**src/rtl/picomips_demo_pkg.sv**
```systemverilog
// Shared types and helpers for the picoMIPS DE0 run controller.
package picomips_demo_pkg;

   typedef enum logic [1:0] {
      HALT = 2'b00,
      SLOW = 2'b01,
      FAST = 2'b10,
      STEP = 2'b11
   } run_mode_t;

   localparam int EN_COUNT_W = 16;

   // Bits needed to hold 0..n-1, never less than one.
   function automatic int cnt_width(input int n);
      return (n <= 2) ? 1 : $clog2(n);
   endfunction

endpackage

```
**src/rtl/picomips_demo_ctrl_sync_debounce.sv**
```systemverilog
// One-bit 2-flop synchroniser followed by a debouncer.
// Clean output follows the raw input 2+DB_CYCLES cycles after it settles.
module sync_debounce
   import picomips_demo_pkg::*;
#(
   parameter int DB_CYCLES = 250000
) (
   input  logic clk_i,
   input  logic rst_n_i,
   input  logic raw_i,
   output logic clean_o
);

   localparam int CW = cnt_width(DB_CYCLES);

   logic          sync1_q, sync2_q;
   logic          clean_q, clean_d;
   logic [CW-1:0] cnt_q, cnt_d;

   // Counter runs only while input disagrees; flips on the DB_CYCLES-th such cycle.
   always_comb begin
      cnt_d   = '0;
      clean_d = clean_q;
      if (sync2_q != clean_q) begin
         if (cnt_q == CW'(DB_CYCLES - 1))
            clean_d = sync2_q;
         else
            cnt_d = cnt_q + 1'b1;
      end
   end

   always_ff @(posedge clk_i) begin
      if (!rst_n_i) begin
         sync1_q <= 1'b0;
         sync2_q <= 1'b0;
         clean_q <= 1'b0;
         cnt_q   <= '0;
      end else begin
         sync1_q <= raw_i;
         sync2_q <= sync1_q;
         clean_q <= clean_d;
         cnt_q   <= cnt_d;
      end
   end

   assign clean_o = clean_q;

endmodule

```
**src/rtl/picomips_demo_ctrl.sv**
```systemverilog
// Run controller between DE0 I/O and the cpu: debounced inputs, clock-enable modes, LED and enable count.
// Optional PICOMIPS_HEARTBEAT_EN: heartbeat toggles per tick and drives led_out[N_LED-1].
module picomips_demo_ctrl
   import picomips_demo_pkg::*;
#(
   parameter int CLK_HZ    = 50000000,
   parameter int TICK_HZ   = 10,
   parameter int N_SW      = 10,
   parameter int N_LED     = 8,
   parameter int DB_CYCLES = 250000
) (
   input  logic                  fastclk,
   input  logic                  n_reset,
   input  logic [N_SW-1:0]       sw_raw,
   input  logic [1:0]            mode_raw,
   input  logic                  step_raw,
   input  logic [N_LED-1:0]      cpu_led,
   output logic [N_SW-1:0]       sw_clean,
   output logic                  cpu_en,
   output logic [N_LED-1:0]      led_out,
   output logic [EN_COUNT_W-1:0] en_count,
   output logic                  heartbeat
);

   localparam int DIV = CLK_HZ / TICK_HZ;
   localparam int TW  = cnt_width(DIV);
   localparam int NB  = N_SW + 3;

   logic [NB-1:0] raw_vec, db_vec;

   assign raw_vec = {step_raw, mode_raw, sw_raw};

   for (genvar g = 0; g < NB; g++) begin : g_db
      sync_debounce #(.DB_CYCLES(DB_CYCLES)) u_db (
         .clk_i   (fastclk),
         .rst_n_i (n_reset),
         .raw_i   (raw_vec[g]),
         .clean_o (db_vec[g])
      );
   end

   run_mode_t               mode_q, mode_d;
   logic                    step_db, step_prev_q, step_rise;
   logic [TW-1:0]           tick_cnt_q, tick_cnt_d;
   logic                    tick;
   logic                    cpu_en_q, cpu_en_d;
   logic [N_LED-1:0]        led_q, led_d;
   logic [EN_COUNT_W-1:0]   en_count_q, en_count_d;
   logic                    hb_q, hb_d;

   assign sw_clean  = db_vec[N_SW-1:0];
   assign mode_d    = run_mode_t'(db_vec[N_SW+1:N_SW]);
   assign step_db   = db_vec[N_SW+2];
   assign step_rise = step_db & ~step_prev_q;
   assign tick      = (tick_cnt_q == TW'(DIV - 1));

   always_comb begin
      // Restart the tick phase when slow mode is entered so the first pulse is a full period away.
      if (mode_d == SLOW && mode_q != SLOW)
         tick_cnt_d = '0;
      else if (tick)
         tick_cnt_d = '0;
      else
         tick_cnt_d = tick_cnt_q + 1'b1;

      case (mode_q)
         SLOW:    cpu_en_d = tick;
         FAST:    cpu_en_d = 1'b1;
         STEP:    cpu_en_d = step_rise && (mode_d == STEP);
         default: cpu_en_d = 1'b0;
      endcase

      en_count_d = cpu_en_q ? en_count_q + 1'b1 : en_count_q;
      led_d      = cpu_en_q ? cpu_led : led_q;
`ifdef PICOMIPS_HEARTBEAT_EN
      hb_d              = hb_q ^ tick;
      led_d[N_LED-1]    = hb_d;
`else
      hb_d              = 1'b0;
`endif
   end

   always_ff @(posedge fastclk) begin
      if (!n_reset) begin
         mode_q      <= HALT;
         step_prev_q <= 1'b0;
         tick_cnt_q  <= '0;
         cpu_en_q    <= 1'b0;
         led_q       <= '0;
         en_count_q  <= '0;
         hb_q        <= 1'b0;
      end else begin
         mode_q      <= mode_d;
         step_prev_q <= step_db;
         tick_cnt_q  <= tick_cnt_d;
         cpu_en_q    <= cpu_en_d;
         led_q       <= led_d;
         en_count_q  <= en_count_d;
         hb_q        <= hb_d;
      end
   end

   assign cpu_en    = cpu_en_q;
   assign led_out   = led_q;
   assign en_count  = en_count_q;
   assign heartbeat = hb_q;

endmodule

```
**config.mk**
```make
export PLATFORM = sky130hd
export DESIGN_NAME = picomips_demo_ctrl
export DESIGN_NICKNAME = d
export VERILOG_FILES = /design/src/rtl/picomips_demo_pkg.sv /design/src/rtl/picomips_demo_ctrl_sync_debounce.sv /design/src/rtl/picomips_demo_ctrl.sv
export SDC_FILE = /design/constraint.sdc
export NUM_CORES = 1
export LEC_CHECK = 0
export ABC_AREA = 1
export CAP_MARGIN = 30
export CORE_AREA = 2 2 191 193
export DETAILED_ROUTE_END_ITERATION = 16
export DIE_AREA = 0 0 193 195
export HOLD_SLACK_MARGIN = 0.1
export PLACE_DENSITY = 0.62
export SYNTH_ARGS = -nofsm -noshare
export SYNTH_HDL_FRONTEND = slang
export SYNTH_SLANG_ARGS = --single-unit
```
**constraint.sdc**
```tcl
create_clock -name fastclk -period 1.9 [get_ports fastclk]
set_input_delay 0.285 -clock fastclk [delete_from_list [all_inputs] [get_ports fastclk]]
set_output_delay 0.285 -clock fastclk [all_outputs]
set_load 0.005 [all_outputs]
```
==> results of run 1 <==
synth_stat cells:
master      n
dfxtp_1   324
inv_2       5
clkbuf_1    7
o21bai_4    2
buf_6      10
nand4_1    31
or2_1       1
nor3_2      1
nand2_1   614
inv_1     268
nor3_1     19
conb_1      1
nand3b_1    8
nand2_2    12
nor2_2     18
nand3_2     4
xor2_1     74
o21ai_0    59
nor2_4      7
or2_2      15
a21oi_1   113
ha_1       15
and3_1      1
buf_1       1
o21ai_1     1
xnor2_1    37
or2_0       9
a31oi_1     1
nand3_1   133
nor2_1    542
buf_4      18
nand2_4     1
o21bai_1    8
a21oi_2     1
routing by layer:
| layer | vias to the layer above | GRT usage [%] | wire [um] |
|---|---|---|---|
| li1 | 7443 | - | - |
| met1 | 5965 | 23.3 | 15600 |
| met2 | 205 | 29.3 | 14500 |
| met3 | 51 | 3.07 | 1500 |
| met4 | 0 | 5.13 | 758 |
| met5 | - | 0 | 0 |
cells by family (layout without fill, tap and decap cells):
| family | count (synthesis) | in the layout | share of synthesized area [%] |
|---|---|---|---|
| and+or+nand+nor | 1416 | 1416 | 37.0 |
| DFF | 324 | 324 | 41.1 |
| buffers and inverters | 309 | 403 | 8.26 |
| AOI/OAI and AO/OA | 185 | 185 | 6.20 |
| xor gates and xnor gates | 111 | 111 | 6.16 |
| adders and majority gates | 15 | 15 | 1.19 |
| other | 1 | 1 | 0.0238 |
flip-flops by register name (all words and copies together) (netlist names), 2 cells and up:
signal / count
en_count: 16
g_db.u_db.sync2_q: 13
mode_q: 2
g_db.u_db.sync1_q: 13
tick_cnt_q: 23
g_db.u_db.clean_o: 13
g_db.u_db.cnt_q: 234
led_out: 8
where the power goes:
group	internal [uW]	total [uW]	switching, uW
Clock	4570	7390	2820
Combinational	82.8	208	125
Sequential	6830	6860	25.3
Total	11500	14500	2970
worst max path at each step:
stage	to	slack (ns)	cells past startpoint
4_1_cts	cpu_en	0.02	2
3_3_place_gp	tick_cnt_q[18]$_SDFF_PP0_	0.24	8
3_5_place_dp	tick_cnt_q[12]$_SDFF_PP0_	0.18	8
2_1_floorplan	g_db[1].u_db.cnt_q[0]$_SDFF_PP0_	0.45	9
6_report	en_count[11]	0.07	1
5_1_grt	en_count[11]	0.009	1
worst register-to-register path, delay by kind of cell, from the launching register on:
kind | cells | cell delay (ns)
adder cells (fa/ha/maj) | 1 | 0.21
AND/OR/NAND/NOR | 6 | 0.76
buffers and inverters | 1 | 0.21
flip-flops | 1 | 0.35
final cells by class:
cell class                      count  area, sq um  share of cell area [%]
Multi-Input combinational cell   1728         7990                    44.4
Sequential cell                   324         6490                    36.1
Clock buffer                       52         1130                    6.27
Inverter                          273         1020                    5.70
Timing Repair Buffer               61          611                    3.39
Tap cell                          461          577                    3.21
Clock inverter                     17          171                   0.953
per-stage QoR:
| step | util [%] | std cells | cell area [sq um] | total power [uW] |
|---|---|---|---|---|
| 2_1_floorplan | - | 2361 | 15800 | 7140 |
| 3_5_place_dp | 47.1 | 2847 | 16700 | 7220 |
| 3_3_place_gp | 47.1 | 2847 | 16700 | 7220 |
| 6_report | 50.8 | 2916 | 18000 | 14500 |
| 5_1_grt | 50.8 | 2916 | 18000 | 15000 |
| 4_1_cts | 50.8 | 2916 | 18000 | 14700 |
cell usage in the layout (no fill, tap or decap), types with 2 or more instances in the layout:
cell type | Yosys | layout
nand2_1 | 614 | 614
nor2_1 | 542 | 542
dfxtp_1 | 324 | 324
inv_1 | 268 | 268
nand3_1 | 133 | 133
a21oi_1 | 113 | 113
xor2_1 | 74 | 74
o21ai_0 | 59 | 59
clkdlybuf4s50_1 | 0 | 55
clkbuf_16 | 0 | 41
xnor2_1 | 37 | 37
nand4_1 | 31 | 31
nor3_1 | 19 | 19
nor2_2 | 18 | 18
or2_2 | 15 | 15
ha_1 | 15 | 15
nand2_2 | 12 | 11
clkinv_2 | 0 | 10
or2_0 | 9 | 9
o21bai_1 | 8 | 8
nand3b_1 | 8 | 8
nor2_4 | 7 | 7
clkbuf_8 | 0 | 6
inv_2 | 5 | 5
clkbuf_1 | 7 | 5
nand3_2 | 4 | 4
bufinv_16 | 0 | 3
clkinvlp_4 | 0 | 3
nand2_4 | 1 | 2
o21bai_4 | 2 | 2
buf_4 | 18 | 2
==> metrics.cfg, run 1 <==
[run_status]
status=finished, final reports clean

[critical_path]
worstSetupPathType=reg2out
cp.arrival_ns=1.54
startpoint=en_count[11]$_SDFFE_PN0P_
crit_buf_inv=1
cp.required_ns=1.62
end_kind=output pin
critical_path.cell_chain=clkdlybuf4s50_1
rr_startpoint=g_db[12].u_db.cnt_q[0]$_SDFF_PP0_
reg2reg_to=g_db[12].u_db.cnt_q[10]$_SDFF_PP0_
path_max_fanout=5
reg2regPathDepth=8
critPathMaxStageDelay_ns=0.59
crit_slowest_cell=clkdlybuf4s50_1
cp_top_family=buffers and inverters
cp-start-kind=flop
r2r_slack_ns=0.25

[synthesis]
syn_nets=2399
synth-seq-cells=324
syn_area_per_cell_sq_um=6.68
synth_top_area_share_pct=41.1
syn_area_sq_um=15800
synth_area_leader_cell=dfxtp_1
yosys_warnings=0
synthCells=2361
yosysSeqAreaShare_pct=41.1
ys_types=34
synth_top_cells_by_area=dfxtp_1, nand2_1, nor2_1, inv_1, nand3_1

[floorplanning]
dieArea_sq_um=37600
die_width_um=193
core_sq_um=35400
die_h_um=195
rows=69
io_pins=59
start_util_pct=44.6

[final_layout]
drive_gt1_share_pct=5.50
diodes=0
nFillCells=3529
synthToLayoutAreaGrowth_pct=14.0
final_nets=2464

[sta]
fin_ws_ns=0.0744
tns_ns=0
period_needed_ns=1.83
fin_hold_ws_ns=0.264
timing_hold_violations_final=0
fmax_mhz=548
slew_viol_final=0
setup_viol_count_final=0
grt_setup_unrepaired=false
fin_crit_sh_pct=96.1
slew_headroom_pct=64.8
worstMarginPinSlew_ns=0.528
fin_skew_ns=0.00909

[power]
p_per_area_nw_per_um2=804
p_leak_uw=0.00603
ir_drop_mv=0.636

[route]
wl_um=32300
drc=0
post_drt_wl_per_cell_um=11.1
ant_nets=0
first_pass_iters=5
drtIter0Drc=602
vias_per_cell=4.69
via_count=13700

[clock_network]
clockRootBuffer=clkbuf_16
clk_pin_slew_worst_paths_ns=0.06
cts_tree=done
postCtsSetupBuffers=0
cts.repair.resized=1
htree_levels=2
postCtsHoldBufs=0
clockBufferDepth=3
cts_made_buffers=38
insertion_delay_ns=0.52
clock_sinks=324

[grt]
grt_overflow=0
first_global_vias=12800
grt_pass1_wl_um=56700
grt_max_degree=65
grt_antenna_before_repair=0
grt_usage_pct=17.6

[placement]
pre_cts_ws_ns=0.181
place.gp.congestion=0.870
port_buffers=57
hpwlAfterDp_um=23400

[min_path]
worstHoldStart=n_reset
hold_depth=4
hp-class=in2reg
min_to=g_db[10].u_db.sync1_q$_SDFF_PN0_

[run]
drv_cap=0

(Power assumes the default switching activity.)
==> inputs of run 2 (changes only) <==
Settings changed: CORE_AREA 2 2 191 193 to 4 4 193 195, CTS_CLUSTER_DIAMETER set to 80, DIE_AREA 0 0 193 195 to 0 0 197 199.
==> run 2 against run 1 <==
Against the previous run: cell area up 0.26%; first-iteration DRC count fell by 20%; sequential cell count is the same; wire length increased by 1.7%; register-to-register slack hardly changed; critical path type unchanged; highest routed layer unchanged.
==> metrics.cfg, run 2 (synthesized netlist as in run 1, its figures left out) <==
[power]
power_frac_clock_pct=51.9  ; +0.8 points
ir_drop_mv=0.770  ; +21%
p_switching_uw=3070  ; +3.1%
p_total_uw=14700  ; +1.6%
power_frac_comb_pct=1.5  ; about the same
power.internal_uw=11600  ; +1.2%
p_per_area_nw_per_um2=815  ; +1.4%
p_leak_uw=0.00608  ; +0.80%
power_frac_seq_pct=46.7  ; -0.7 points
p_sw_share_pct=20.9  ; +0.29 points

[final_layout]
seqCellArea_sq_um=6490  ; about the same
mostFrequentLayoutCell=nand2_1
largest_reg_flops=234  ; unchanged
drive_gt1_share_pct=5.78  ; +0.28 points
final_cell_mix=nand2_1, nor2_1, dfxtp_1
nFillCells=3580  ; +1.4%
final_nets=2467  ; +0.12%
fin_cells=2918  ; +0.069%
diodes=0  ; unchanged
synthToLayoutAreaGrowth_pct=14.3
multiInputGateArea_sq_um=7990  ; about the same
registers.top_by_ff_count=g_db.u_db.cnt_q

[critical_path]
rr_startpoint=g_db[9].u_db.cnt_q[0]$_SDFF_PP0_
cp.required_ns=1.62  ; about the same
worstSetupPathType=reg2out
critical_path.cell_chain=clkdlybuf4s50_1
reg2regPathDepth=8  ; unchanged
r2r_slack_ns=0.25  ; about the same
cp_top_family=buffers and inverters
reg2reg_to=g_db[9].u_db.cnt_q[13]$_SDFF_PP0_
end_kind=output pin
critPathMaxStageDelay_ns=0.57  ; -0.02 ns
crit_buf_inv=1  ; unchanged
crit_slowest_cell=clkdlybuf4s50_1
cp.arrival_ns=1.55  ; about the same
path_max_fanout=6  ; +1
cp-start-kind=flop

[floorplanning]
start_util_pct=44.6  ; unchanged
die_width_um=197  ; +2.1%
dieArea_sq_um=39200  ; +4.2%
die_h_um=199  ; +2.1%
io_pins=59  ; unchanged
core_sq_um=35400  ; unchanged
rows=69  ; unchanged

[clock_network]
clockRootBuffer=clkbuf_16
htree_levels=2  ; unchanged
cts_made_buffers=38  ; unchanged
insertion_delay_ns=0.53  ; about the same
clock_sinks=324  ; unchanged
postCtsHoldBufs=0  ; unchanged
cts_tree=done
clk_pin_slew_worst_paths_ns=0.06  ; about the same
clockBufferDepth=3  ; unchanged

[min_path]
hold_depth=4  ; unchanged
hp-class=in2reg
worstHoldStart=n_reset
min_to=g_db[2].u_db.sync1_q$_SDFF_PN0_

[route]
drc=0  ; unchanged
ant_nets=0  ; unchanged
vias_per_cell=4.73  ; +0.92%
drtIter0Drc=484  ; -20%
first_pass_iters=5  ; unchanged
post_drt_wl_per_cell_um=11.2  ; +1.6%
wl_um=32800  ; +1.7%
via_count=13800  ; +0.99%

[grt]
grt_pass1_wl_um=57900  ; +2.0%
grt_max_degree=65  ; unchanged
grt_overflow=0  ; unchanged
first_global_vias=13100  ; +2.0%
grt_usage_pct=16.9  ; -0.65 points
grt_antenna_before_repair=0  ; unchanged

[sta]
fin_ws_ns=0.0648  ; -0.00959 ns
setup_viol_count_final=0  ; unchanged
slew_viol_final=0  ; unchanged
period_needed_ns=1.84  ; +0.00959 ns
tns_ns=0  ; unchanged
fin_crit_sh_pct=96.6  ; +0.50 points
grt_setup_unrepaired=false
timing_hold_violations_final=0  ; unchanged
fmax_mhz=545  ; -0.52%
fin_skew_ns=0.0172  ; +0.00807 ns

[placement]
pre_cts_ws_ns=0.227  ; +0.0459 ns
hpwlAfterDp_um=23900  ; +2.2%
place.gp.congestion=0.843  ; -3.1%
dp_cells=2850  ; +0.11%
port_buffers=57  ; unchanged

[run]
drv_cap=0  ; unchanged

[run_status]
status=finished, final reports clean

## run 2: cell count changes in the layout (fill, tap and decap cells not counted), moves of 2 or more
cell and delta:
buf_4 +4, bufinv_16 +3, clkbuf_16 -3, inv_6 +4, clkbuf_1 -4, clkinvlp_4 -2
## run 2: worst max-delay path by stage
stage | cells past startpoint | to | slack [ns] | from
global placement | 8 | g_db[4].u_db.cnt_q[12]$_SDFF_PP0_ | 0.31 | g_db[4].u_db.cnt_q[0]$_SDFF_PP0_
detailed placement | 8 | g_db[1].u_db.cnt_q[11]$_SDFF_PP0_ | 0.23 | g_db[1].u_db.cnt_q[0]$_SDFF_PP0_
finish | 1 | en_count[5] | 0.06 | en_count[5]$_SDFFE_PN0P_
global route | 1 | en_count[5] | 0.005 | en_count[5]$_SDFFE_PN0P_
CTS | 1 | en_count[5] | 0.03 | en_count[5]$_SDFFE_PN0P_
floorplan | 9 | g_db[1].u_db.cnt_q[0]$_SDFF_PP0_ | 0.45 | g_db[1].u_db.cnt_q[0]$_SDFF_PP0_
## run 2: area by class of cell
cell class,count,area share (%)
clock buffer,44,5.68
clock inverter,24,1.68
inverter,273,5.68
multi-input combinational,1728,44.3
sequential,324,36.0
tap,461,3.20
timing repair buffer,64,3.51
## run 2: repair_timing
item,CTS,global route
endpoints found under the setup margin,1,1
endpoints found under the hold margin,0,0
resized for setup,1,1
setup buffers,0,0
## run 2: worst min-delay path, cell delays in order
cell and delay (ns):
buf_2 0.12, buf_12 0.21, nand2_1 0.09, inv_1 0.03
## run 2: metal layers
| metal | vias to the layer above | track usage, % | wire length (um) |
|---|---|---|---|
| li1 | 7437 | - | - |
| met1 | 6128 | 22.1 | 15900 |
| met2 | 189 | 28.8 | 14800 |
| met3 | 45 | 3.24 | 1320 |
| met4 | 0 | 4.75 | 715 |
| met5 | - | 0 | 0 |
## run 2: power by group through the flow
stage / combinational, uW / clock (uW) / sequential, uW
6_report: 215 / 7620 / 6860
5_1_grt: 243 / 8150 / 6860
4_1_cts: 221 / 7860 / 6860
3_5_place_dp: 221 / 0 / 7010
3_3_place_gp: 217 / 0 / 7010
2_1_floorplan: 139 / 0 / 7000
## run 2: metrics by stage
stage | instance area, sq um | util [%] | hold WS (ns)
after global routing | 18000 | 51.0 | 0.266
after global placement | 16700 | 47.2 | 0.399
after floorplan | 15800 | - | 0.383
after CTS | 18000 | 50.9 | 0.241
final | 18000 | 51.0 | 0.250
after detailed placement | 16700 | 47.2 | 0.399
==> inputs of run 3 (changes only) <==
Settings changed: CORE_AREA 4 4 193 195 to 4 4 195 197, DIE_AREA 0 0 197 199 to 0 0 199 201, SYNTH_HIERARCHICAL set to 1.
==> run 3 against run 2 <==
Against the previous run: global-route usage fell by 0.92 points; hold slack improved by 0.028 ns; clock power fell by 4.2%; clock-buffer cell count rose by 7; maximum frequency rose by 0.32%; synthesized area rose by 2.5%; wire length fell by 3.6%; clock skew fell by 0.0041 ns; sequential power barely moved.
==> metrics.cfg, run 3 <==
[run_status]
status=finished, final reports clean

[route]
vias_per_cell=4.76  ; +0.58%
post_drt_wl_per_cell_um=10.9  ; -3.3%
wl_um=31600  ; -3.6%
via_count=13800  ; +0.24%
drtIter0Drc=597  ; +23%
drc=0  ; unchanged
first_pass_iters=5  ; unchanged
ant_nets=0  ; unchanged

[clock_network]
clk_pin_slew_worst_paths_ns=0.06  ; about the same
htree_levels=2  ; unchanged
clock_sinks=324  ; unchanged
clockBufferDepth=3  ; unchanged
cts_tree=done
cts_made_buffers=38  ; unchanged
insertion_delay_ns=0.53  ; about the same
postCtsSetupBuffers=0  ; unchanged
clockRootBuffer=clkbuf_16

[grt]
first_global_vias=13100  ; +0.31%
met1_usage_pct=20.7  ; -1.4 points
grt_pass1_wl_um=56800  ; -1.9%
grt_antenna_before_repair=0  ; unchanged
use_met3_pct=3.37  ; +0.14 points
grt_max_degree=27  ; -58%
top_usage_layer=met2
grt_usage_pct=16.0  ; -0.92 points
grt_overflow=0  ; unchanged
grtUsageMet2_pct=27.1  ; -1.7 points

[critical_path]
cp-start-kind=flop
cp.arrival_ns=1.54  ; about the same
path_max_fanout=7  ; +1
critical_path.cell_chain=clkdlybuf4s50_1
worstSetupPathType=reg2out
rr_startpoint=tick_cnt_q[0]$_SDFF_PP0_
cp_top_family=buffers and inverters
cp.required_ns=1.62  ; about the same
critPathMaxStageDelay_ns=0.58  ; about the same
crit_slowest_cell=clkdlybuf4s50_1
startpoint=en_count[5]$_SDFFE_PN0P_
crit_buf_inv=1  ; unchanged
end_kind=output pin

[synthesis]
yosys_warnings=6  ; +6
synth_edf_count=0  ; unchanged
synth_top_area_share_pct=40.1  ; -0.99 points
yosysSeqAreaShare_pct=40.1  ; -0.99 points
syn_nets=2377  ; -0.92%
synthTopCellsByCount=nand2_1, nor2_1, dfxtp_1
syn_area_per_cell_sq_um=6.91  ; +3.4%
synth-seq-cells=324  ; unchanged
async_flop_share_pct=0  ; unchanged
yosysMostFrequentCell=nand2_1
ys_types=29  ; -15%
synth_area_leader_cell=dfxtp_1
ys.flop_type=dfxtp_1
synthCells=2339  ; -0.93%
synth_top_cells_by_area=dfxtp_1, nand2_1, nor2_1, xor2_1, inv_1
syn_area_sq_um=16200  ; +2.5%

[final_layout]
diodes=0  ; unchanged
seqCellArea_sq_um=6490  ; about the same
design_area_sq_um=18400  ; +2.1%
post-route-util_pct=50.8  ; -0.17 points
drive_gt1_share_pct=6.72  ; +0.94 points
multiInputGateArea_sq_um=8580  ; +7.4%
registers.top_by_ff_count=g_db.u_db/cnt_q
synthToLayoutAreaGrowth_pct=13.9
final_cell_mix=nand2_1, nor2_1, dfxtp_1
mostFrequentLayoutCell=nand2_1
final_nets=2451  ; -0.65%
largest_reg_flops=234  ; unchanged
nFillCells=3637  ; +1.6%

[sta]
fmax_mhz=547  ; +0.32%
timing_hold_violations_final=0  ; unchanged
tns_ns=0  ; unchanged
setup_viol_count_final=0  ; unchanged
slew_viol_final=0  ; unchanged
grt_setup_unrepaired=false
fin_crit_sh_pct=96.3  ; -0.30 points
period_needed_ns=1.83  ; -0.00576 ns
fin_skew_ns=0.0131  ; -0.00409 ns

[run]
drv_cap=0  ; unchanged

[power]
power_frac_comb_pct=1.5  ; about the same
ir_drop_mv=0.629  ; -18%
p_per_area_nw_per_um2=781  ; -4.1%
p_switching_uw=2950  ; -3.7%
p_leak_uw=0.00595  ; -2.2%
power.internal_uw=11400  ; -1.7%
power_frac_seq_pct=47.7  ; +1.0 points
p_sw_share_pct=20.5  ; -0.33 points
power_frac_clock_pct=50.8  ; -1.1 points

[floorplanning]
io_pins=59  ; unchanged
start_util_pct=44.6  ; about the same
core_sq_um=36300  ; +2.4%
die_h_um=201  ; +1.0%
dieArea_sq_um=40000  ; +2.0%
rows=70  ; +1.4%
die_width_um=199  ; +1.0%

[placement]
port_buffers=57  ; unchanged
dpl_cell_area_sq_um=17100  ; +2.6%
place.gp.congestion=0.851  ; +0.97%
hpwlAfterDp_um=22900  ; -4.0%

[min_path]
worstHoldStart=sw_raw[5]
hp-class=in2reg

==> run 3: cell count changes in the layout (fill, tap and decap cells not counted), sizes merged, moves of 17 or more <==
| cell | before | now |
|---|---|---|
| o21ai | 60 | 43 |
| or2 | 25 | 52 |
| nand2 | 627 | 604 |
| inv | 277 | 222 |
| xor2 | 74 | 102 |
| nand3 | 137 | 180 |
==> run 3: routing by layer <==
layer,share of wire [%],vias to the layer above
li1,-,7432
met1,48,6207
met2,46,141
met3,3.6,52
met4,2.1,0
met5,0,-
==> run 3: kinds of logic (layout without fill, tap and decap cells) <==
group           Yosys count  count (layout)  share of synthesized area, %
simple gates           1465            1465                          40.0
flops                   324             324                          40.1
buf+inv                 252             353                          6.81
compound gates          151             151                          4.74
xor+xnor                131             131                          7.10
fa+ha+maj                15              15                          1.16
other cells               1               1                        0.0232
==> run 3: timing repair <==
item,CTS,global route
endpoints found under the hold margin,6,0
hold buffers,1,0
setup endpoints to repair,1,2
resized for setup,1,2
==> run 3: area by class of cell <==
type                       instances  share of cell area, %
clock buffer                      51                   5.82
clock inverter                    16                   1.03
inverter                         221                   4.51
multi-input combinational       1763                   46.6
sequential                       324                   35.2
tap                              468                   3.18
timing repair buffer              65                   3.64
==> run 3: path summary, 6_finish.rpt <==
path,depth (start not counted),slack (ns),endpoint
min,3,0.28,g_db[5].u_db/sync1_q$_SDFF_PN0_
max reg2reg,9,0.29,tick_cnt_q[17]$_SDFF_PP0_
min reg2reg,2,0.41,g_db[9].u_db/sync2_q$_SDFF_PN0_
max,1,0.07,en_count[5]
==> run 3: per-stage QoR <==
step                      worst slack, ns  total power, uW  hold WS (ns)  cells
final                              0.0706            14400         0.278   2908
after detailed placement            0.325             7230         0.397   2840
after CTS                          0.0104            14700         0.245   2908
after floorplan                     0.489             7140         0.378   2339
after global routing              0.00686            15000         0.271   2908
after global placement              0.344             7230         0.394   2840
==> run 3: power by group through the flow <==
stage               clock network [uW]  logic, uW  registers (uW)
floorplan                            0        134            7000
global placement                     0        220            7010
detailed placement                   0        223            7010
CTS                               7580        226            6860
global route                      7860        252            6860
finish                            7300        220            6860
